**config.mk**
```make
export PLATFORM = sky130hd
export DESIGN_NAME = serial_frame_tx
export DESIGN_NICKNAME = d
export VERILOG_FILES = /design/src/rtl/serial_frame_tx.sv
export SDC_FILE = /design/constraint.sdc
export NUM_CORES = 1
export LEC_CHECK = 0
export ABC_AREA = 1
export BUFFER_PORTS_ARGS = -buffer_cell sky130_fd_sc_hd__buf_4
export CORE_MARGIN = 8
export CORE_UTILIZATION = 54
export CTS_BUF_LIST = sky130_fd_sc_hd__clkbuf_8
export DETAILED_ROUTE_END_ITERATION = 10
export GPL_TIMING_DRIVEN = 0
export PLACE_DENSITY_LB_ADDON = 0.2
export RECOVER_POWER = 25
export SLEW_MARGIN = 20
export SYNTH_ARGS = -nofsm -noshare
export SYNTH_HDL_FRONTEND = slang
export SYNTH_SLANG_ARGS = --single-unit
```
**constraint.sdc**
```tcl
create_clock -name clk -period 1.3 [get_ports clk]
set_input_delay 0.26 -clock clk [delete_from_list [all_inputs] [get_ports clk]]
set_output_delay 0.26 -clock clk [all_outputs]
set_load 0.01 [all_outputs]
```
**src/rtl/serial_frame_tx.sv**
```systemverilog
// rtl/serial_frame_tx.sv - parallel-in serial-out frame transmitter (start, LSB-first data, even parity, stop)
module serial_frame_tx #(
    parameter int DATA_W       = 8,
    parameter int CLKS_PER_BIT = 4,
    parameter int PARITY_EN    = 1
) (
    input  logic              clk,
    input  logic              rst,
    input  logic [DATA_W-1:0] tx_data,
    input  logic              tx_valid,
    output logic              tx_ready,
    output logic              tx_serial,
    output logic              tx_busy,
    output logic              tx_done
);

    localparam int CNT_W = (CLKS_PER_BIT > 1) ? $clog2(CLKS_PER_BIT) : 1;
    localparam int IDX_W = (DATA_W > 1) ? $clog2(DATA_W) : 1;
    localparam logic [CNT_W-1:0] CNT_LAST = CNT_W'(CLKS_PER_BIT - 1);
    localparam logic [IDX_W-1:0] IDX_LAST = IDX_W'(DATA_W - 1);

    typedef enum logic [2:0] {
        S_IDLE,
        S_START,
        S_DATA,
        S_PARITY,
        S_STOP
    } state_t;

    state_t              state_q, state_d;
    logic [CNT_W-1:0]    cnt_q, cnt_d;
    logic [IDX_W-1:0]    idx_q, idx_d;
    logic [DATA_W-1:0]   shift_q, shift_d;
    logic                par_q, par_d;
    logic                serial_q, serial_d;
    logic                done_q, done_d;
    logic                ready_q, ready_d;
    logic                busy_q, busy_d;
    logic                bit_end;

    // State, counters, shift register and registered outputs; reset forces the line high at once.
    always_ff @(posedge clk or negedge rst) begin
        if (!rst) begin
            state_q  <= S_IDLE;
            cnt_q    <= '0;
            idx_q    <= '0;
            shift_q  <= '0;
            par_q    <= 1'b0;
            serial_q <= 1'b1;
            done_q   <= 1'b0;
            ready_q  <= 1'b1;
            busy_q   <= 1'b0;
        end else begin
            state_q  <= state_d;
            cnt_q    <= cnt_d;
            idx_q    <= idx_d;
            shift_q  <= shift_d;
            par_q    <= par_d;
            serial_q <= serial_d;
            done_q   <= done_d;
            ready_q  <= ready_d;
            busy_q   <= busy_d;
        end
    end

    // Next-state logic; serial_d is the line value for the cycle after the edge, so outputs stay registered.
    always_comb begin
        state_d  = state_q;
        cnt_d    = cnt_q;
        idx_d    = idx_q;
        shift_d  = shift_q;
        par_d    = par_q;
        serial_d = serial_q;
        bit_end  = (cnt_q == CNT_LAST);

        if (state_q != S_IDLE) begin
            cnt_d = bit_end ? '0 : cnt_q + CNT_W'(1);
        end

        case (state_q)
            S_IDLE: begin
                serial_d = 1'b1;
                cnt_d    = '0;
                idx_d    = '0;
                if (tx_valid && ready_q) begin
                    shift_d  = tx_data;
                    par_d    = ^tx_data;
                    state_d  = S_START;
                    serial_d = 1'b0;
                end
            end
            S_START: begin
                if (bit_end) begin
                    state_d  = S_DATA;
                    serial_d = shift_q[0];
                end
            end
            S_DATA: begin
                if (bit_end) begin
                    if (idx_q == IDX_LAST) begin
                        if (PARITY_EN != 0) begin
                            state_d  = S_PARITY;
                            serial_d = par_q;
                        end else begin
                            state_d  = S_STOP;
                            serial_d = 1'b1;
                        end
                    end else begin
                        idx_d    = idx_q + IDX_W'(1);
                        shift_d  = shift_q >> 1;
                        serial_d = shift_d[0];
                    end
                end
            end
            S_PARITY: begin
                if (bit_end) begin
                    state_d  = S_STOP;
                    serial_d = 1'b1;
                end
            end
            S_STOP: begin
                if (bit_end) begin
                    state_d  = S_IDLE;
                    serial_d = 1'b1;
                end
            end
            default: begin
                state_d  = S_IDLE;
                serial_d = 1'b1;
            end
        endcase

        // Done is raised for exactly the last cycle of the stop bit.
        done_d  = (state_d == S_STOP) && (cnt_d == CNT_LAST);
        ready_d = (state_d == S_IDLE);
        busy_d  = (state_d != S_IDLE);
    end

    assign tx_serial = serial_q;
    assign tx_done   = done_q;
    assign tx_ready  = ready_q;
    assign tx_busy   = busy_q;

endmodule

```
After elaboration in Yosys (flattened, before gate mapping):

Cells that the tools add are included.
W data, S select, Z words.

* $add $sub $neg: 2
* eq/ne operators: 13
* multiplexer cells: 23
* reductions and logical operators: 13

Operators by type and width (number)
* $mux W3: 8
* $mux W8: 3
* $pmux W8 S2: 1
* $pmux W3 S5: 1
* $eq A3 B3 Y1 const B: 3
* $ne A2 B2 Y1 const B: 4
* $reduce_xor A8 Y1: 1
* $eq A3 B2 Y1 const B: 2
* $logic_not A3 Y1: 2
* $mux W2: 3
* $pmux W3 S2: 1
* $reduce_and A3 Y1: 2
* $reduce_bool A3 Y1: 2
* $mux W1: 5
* $eq A2 B2 Y1 const B: 2
* $pmux W1 S4: 1
* $reduce_and A4 Y1: 1
* $add A3 B1 Y3 const B: 1
* $eq A3 B1 Y1 const B: 1
* $add A2 B1 Y2 const B: 1
* $logic_and A1 B1 Y1: 2
* $ne A2 B1 Y1 const B: 1
* $reduce_and A2 Y1: 1
* $reduce_bool A2 Y1: 1
* $reduce_or A2 Y1: 1

* bits in registers: 21

Depth between registers and ports, before layout:

* word-level depth: 6
* mapped depth: 10
* mapped depth without buffers: 9

Worst setup path after synthesis:

Ideal clock, no wire load.

* path kind: reg-to-reg
* start point: register idx_q[0]
* end point: register shift_q[4]
* setup time: 74 ps
* arrival: 1362 ps
* required time: 1226 ps
* setup slack: -136 ps
* cell stages (with the launch flop): 11
* period minus slack after synthesis: 1436 ps
* cell sequence: dfrtp_1 > ha_1 > ha_1 > inv_1 > nand2_1 > nand2_4 > nand2_4 > inv_4 > buf_8 > nand2_2 > o21ai_2

* cells in the longest elaborated chain, start to end: 3

RTL lines
* start, declared: RTL line 32 `logic [IDX_W-1:0] idx_q, idx_d;`
* start signal, assigned: RTL line 56 `idx_q <= idx_d;`
* $eq A3 B3 Y1: RTL line 100 `if (idx_q == IDX_LAST) begin`
* $ne A2 B2 Y1 (no source line)
* $reduce_and A4 Y1 (no source line)
* end signal, assigned: RTL line 57 `shift_q <= shift_d;`
* end, declared: RTL line 33 `logic [DATA_W-1:0] shift_q, shift_d;`

No other way between the ends.
A chain may end at the register's enable or synchronous reset.

Final worst setup path:

* start point: register idx_q[0]
* end point: register shift_q[2]

The elaborated chain is that of the path after synthesis.

==> flow_summary.yaml <==
run_status:
  status: "finished, violations left"
  failed_checks: "negative setup slack"
sta:
  fmax_mhz: 721.2
  worst_pin_slew_ns: 0.5214
  setup_tns_ns: -0.7151
  rsz0062_at_grt: "yes"
  fin_crit_ns: 1.387
  fin_ws_ns: -0.08662
  slew_viol_final: 0
  clock_skew_ns: 0.003496
  setup_viol: 12
  fin_crit_sh: 1.067
  final_hold_viol_count: 0
  relSlewSlack: 0.6524
worst_hold_path:
  min_path_type: "in2reg"
  whs_path_depth: 3
drt:
  drc_errors: 0
  drt_iter0_drc: 44
  vias_per_cell: 4.903
  dr.pass1.iters: 4
  postRouteAntennaNets: 0
  routed_wl_um: 2627
  dr_total_vias: 1157
  wl_per_cell_um: 11.13
placed_design:
  placed_cell_area_sq_um: 1471
  place_congestion: 0.8346
  port_buffers: 14
  hpwl_um: 1927
cells_and_area:
  drive_above_1_share: 0.2767
  final_common_cell: "nand2_1"
  diodes: 0
  fin_nets: 221
  stdcell_area_sq_um: 1618
  area_delta_synth_final_pct: 23.85
  layout_common_cells: "74 x nand2_1, 26 x inv_1, 18 x dfrtp_1, 18 x buf_4, 8 x nor2_1"
pwr:
  powerDensity_nw_per_um2: 1044
  ir_drop_mv: 0.6961
  power.leakage_nw: 0.9133
global_route:
  grt_pass1_vias: 1091
  grt_pass1_wl_um: 4512
  grt.overflow.total: 0
  grt_usage: 0.1323
  grt_antenna_before_repair: 0
  grt_max_degree: 22
critical_path:
  crit_fanout: 5
  worstSetupStartpointType: "flip-flop"
  crit_chain: "ha_2, ha_4, inv_2, nand2_4, nand2_4, nand2_4, inv_6, clkbuf_16, o21ai_2"
  criticalPathCategory: "reg2reg"
  crit_top_cell: "nand2_4"
  reg2reg_slack_ns: -0.09
  critPathMaxStageDelay_ns: 0.39
  cp-end-kind: "flip-flop"
  arrival_ns: 1.54
  crit_required_ns: 1.45
  slowest_stage: "dfrtp_1"
  r2r_cells: 9
clock_tree:
  cts_num_sinks: 21
  cts_root_buf: "clkbuf_8"
  clk_latency_ns: 0.26
  cts_buffer_depth: 2
  cts_max_level: 1
  cts_tree: "built"
  cts_buffers: 3
  clkTransAtPathRegs_ns: 0.07
floorplan:
  row_count: 18
  initial_utilization: 0.5472
  die_h_um: 65.19
  die_area_sq_um: 4249
  num_io_pins: 15
  coreArea_sq_um: 2387
  chipWidth_um: 65.19
logic_synthesis:
  synth_nets: 195
  yosysSeqAreaShare: 0.4042
  ys_ff_latch: 21
  netlist_area_sq_um: 1306
  yosysWarnings: 0
  avgSynthCellArea_sq_um: 7.217
  synthCells: 181
  synth_cell_type_count: 26
run:
  max_cap_violations: 0
[worst paths after layout]
check,start,endpoint
min in group asynchronous,rst,tx_done
worst min register to register,shift_q[5],shift_q[5]
worst max register to register,idx_q[0],shift_q[2]
worst max-delay path,idx_q[0],shift_q[2]
max in group asynchronous,rst,state_q[1]
worst min-delay path,tx_data[7],shift_q[7]
[synth_stat cells]
cell,n,share of area
o21ai_0,8,0.031
o31ai_1,1,0.0057
inv_4,1,0.0048
inv_2,1,0.0029
nor2_4,2,0.017
inv_6,1,0.0067
nand2_1,75,0.22
or2_1,1,0.0048
a21oi_1,1,0.0038
nand2_2,5,0.024
xnor2_1,1,0.0067
o211ai_1,1,0.0057
o21ai_1,1,0.0038
nand4_2,1,0.0096
nor2_1,8,0.023
dfrtp_1,19,0.36
inv_1,28,0.080
nor3_1,2,0.0077
o21ai_2,6,0.040
dfstp_2,2,0.040
ha_1,3,0.029
nand3_1,7,0.027
buf_2,1,0.0038
a21boi_0,1,0.0057
buf_8,1,0.011
nand2_4,3,0.026
[what timing repair did]
item                                    4_1_cts  5_1_grt
hold buffers                                  1        0
gates resized for setup                       5        6
endpoints found under the setup margin       12       15
buffers inserted                              3        2
pin swaps                                     2        1
hold endpoints to repair                     19        0
gates cloned                                  0        1
[registers in the layout, summed over array words and instances, names as in the netlist]
register and flops:
tx_ready 1, state_q 3, shift_q 8, cnt_q 2, tx_serial 1, tx_busy 1
idx_q 3, tx_done 1, par_q 1
[worst max-delay path: cells and delay by family (launching register included)]
kind,cells,cell delay [ns]
DFF,1,0.39
AOI/OAI and AO/OA,1,0.05
and+or+nand+nor,3,0.18
adders and majority gates,2,0.36
buffers and inverters,3,0.28
[metrics by stage]
stage	cells	setup WS, ns	power [mW]	util	hold slack [ns]
final	236	-0.08662	1.689	0.6777	0.3112
after global routing	236	-0.1541	1.808	0.6777	0.3257
after CTS	233	-0.09060	1.664	0.6515	0.2929
after detailed placement	225	-0.09634	1.233	0.6164	0.1567
after global placement	225	-0.08212	1.215	0.6164	0.1540
after floorplan	181	-0.00009015	1.097	-	-0.03559
[cells by family after synthesis]
family,count (synthesis),synth area share
xor+xnor,1,0.006706
simple gates,104,0.3544
fa+ha+maj,3,0.02874
flops,21,0.4042
buf+inv,33,0.1101
compound gates,19,0.09579
[power breakdown]
part	internal (mW)	leakage (nW)	switching, mW
logic	0.213	0.624	0.272
clock network	0.213	0.0255	0.204
registers	0.738	0.264	0.0477
total	1.16	0.913	0.524
[layer usage]
layer / vias to the layer above / share of wire / track usage
met5: - / 0 / 0
met4: 0 / 0.025 / 0.07629
met3: 5 / 0.019 / 0.01701
met2: 17 / 0.48 / 0.2165
met1: 529 / 0.48 / 0.1634
li1: 606 / - / -
[final cells by class]
type,instances,area [sq um]
buffer,2,25.02
tap,30,37.54
fill,200,769.5
multi-input combinational,127,678.2
inverter,31,126.4
clock inverter,1,5.005
timing repair buffer,21,175.2
sequential,21,529.3
clock buffer,3,41.29
(Power assumes the default switching activity.)
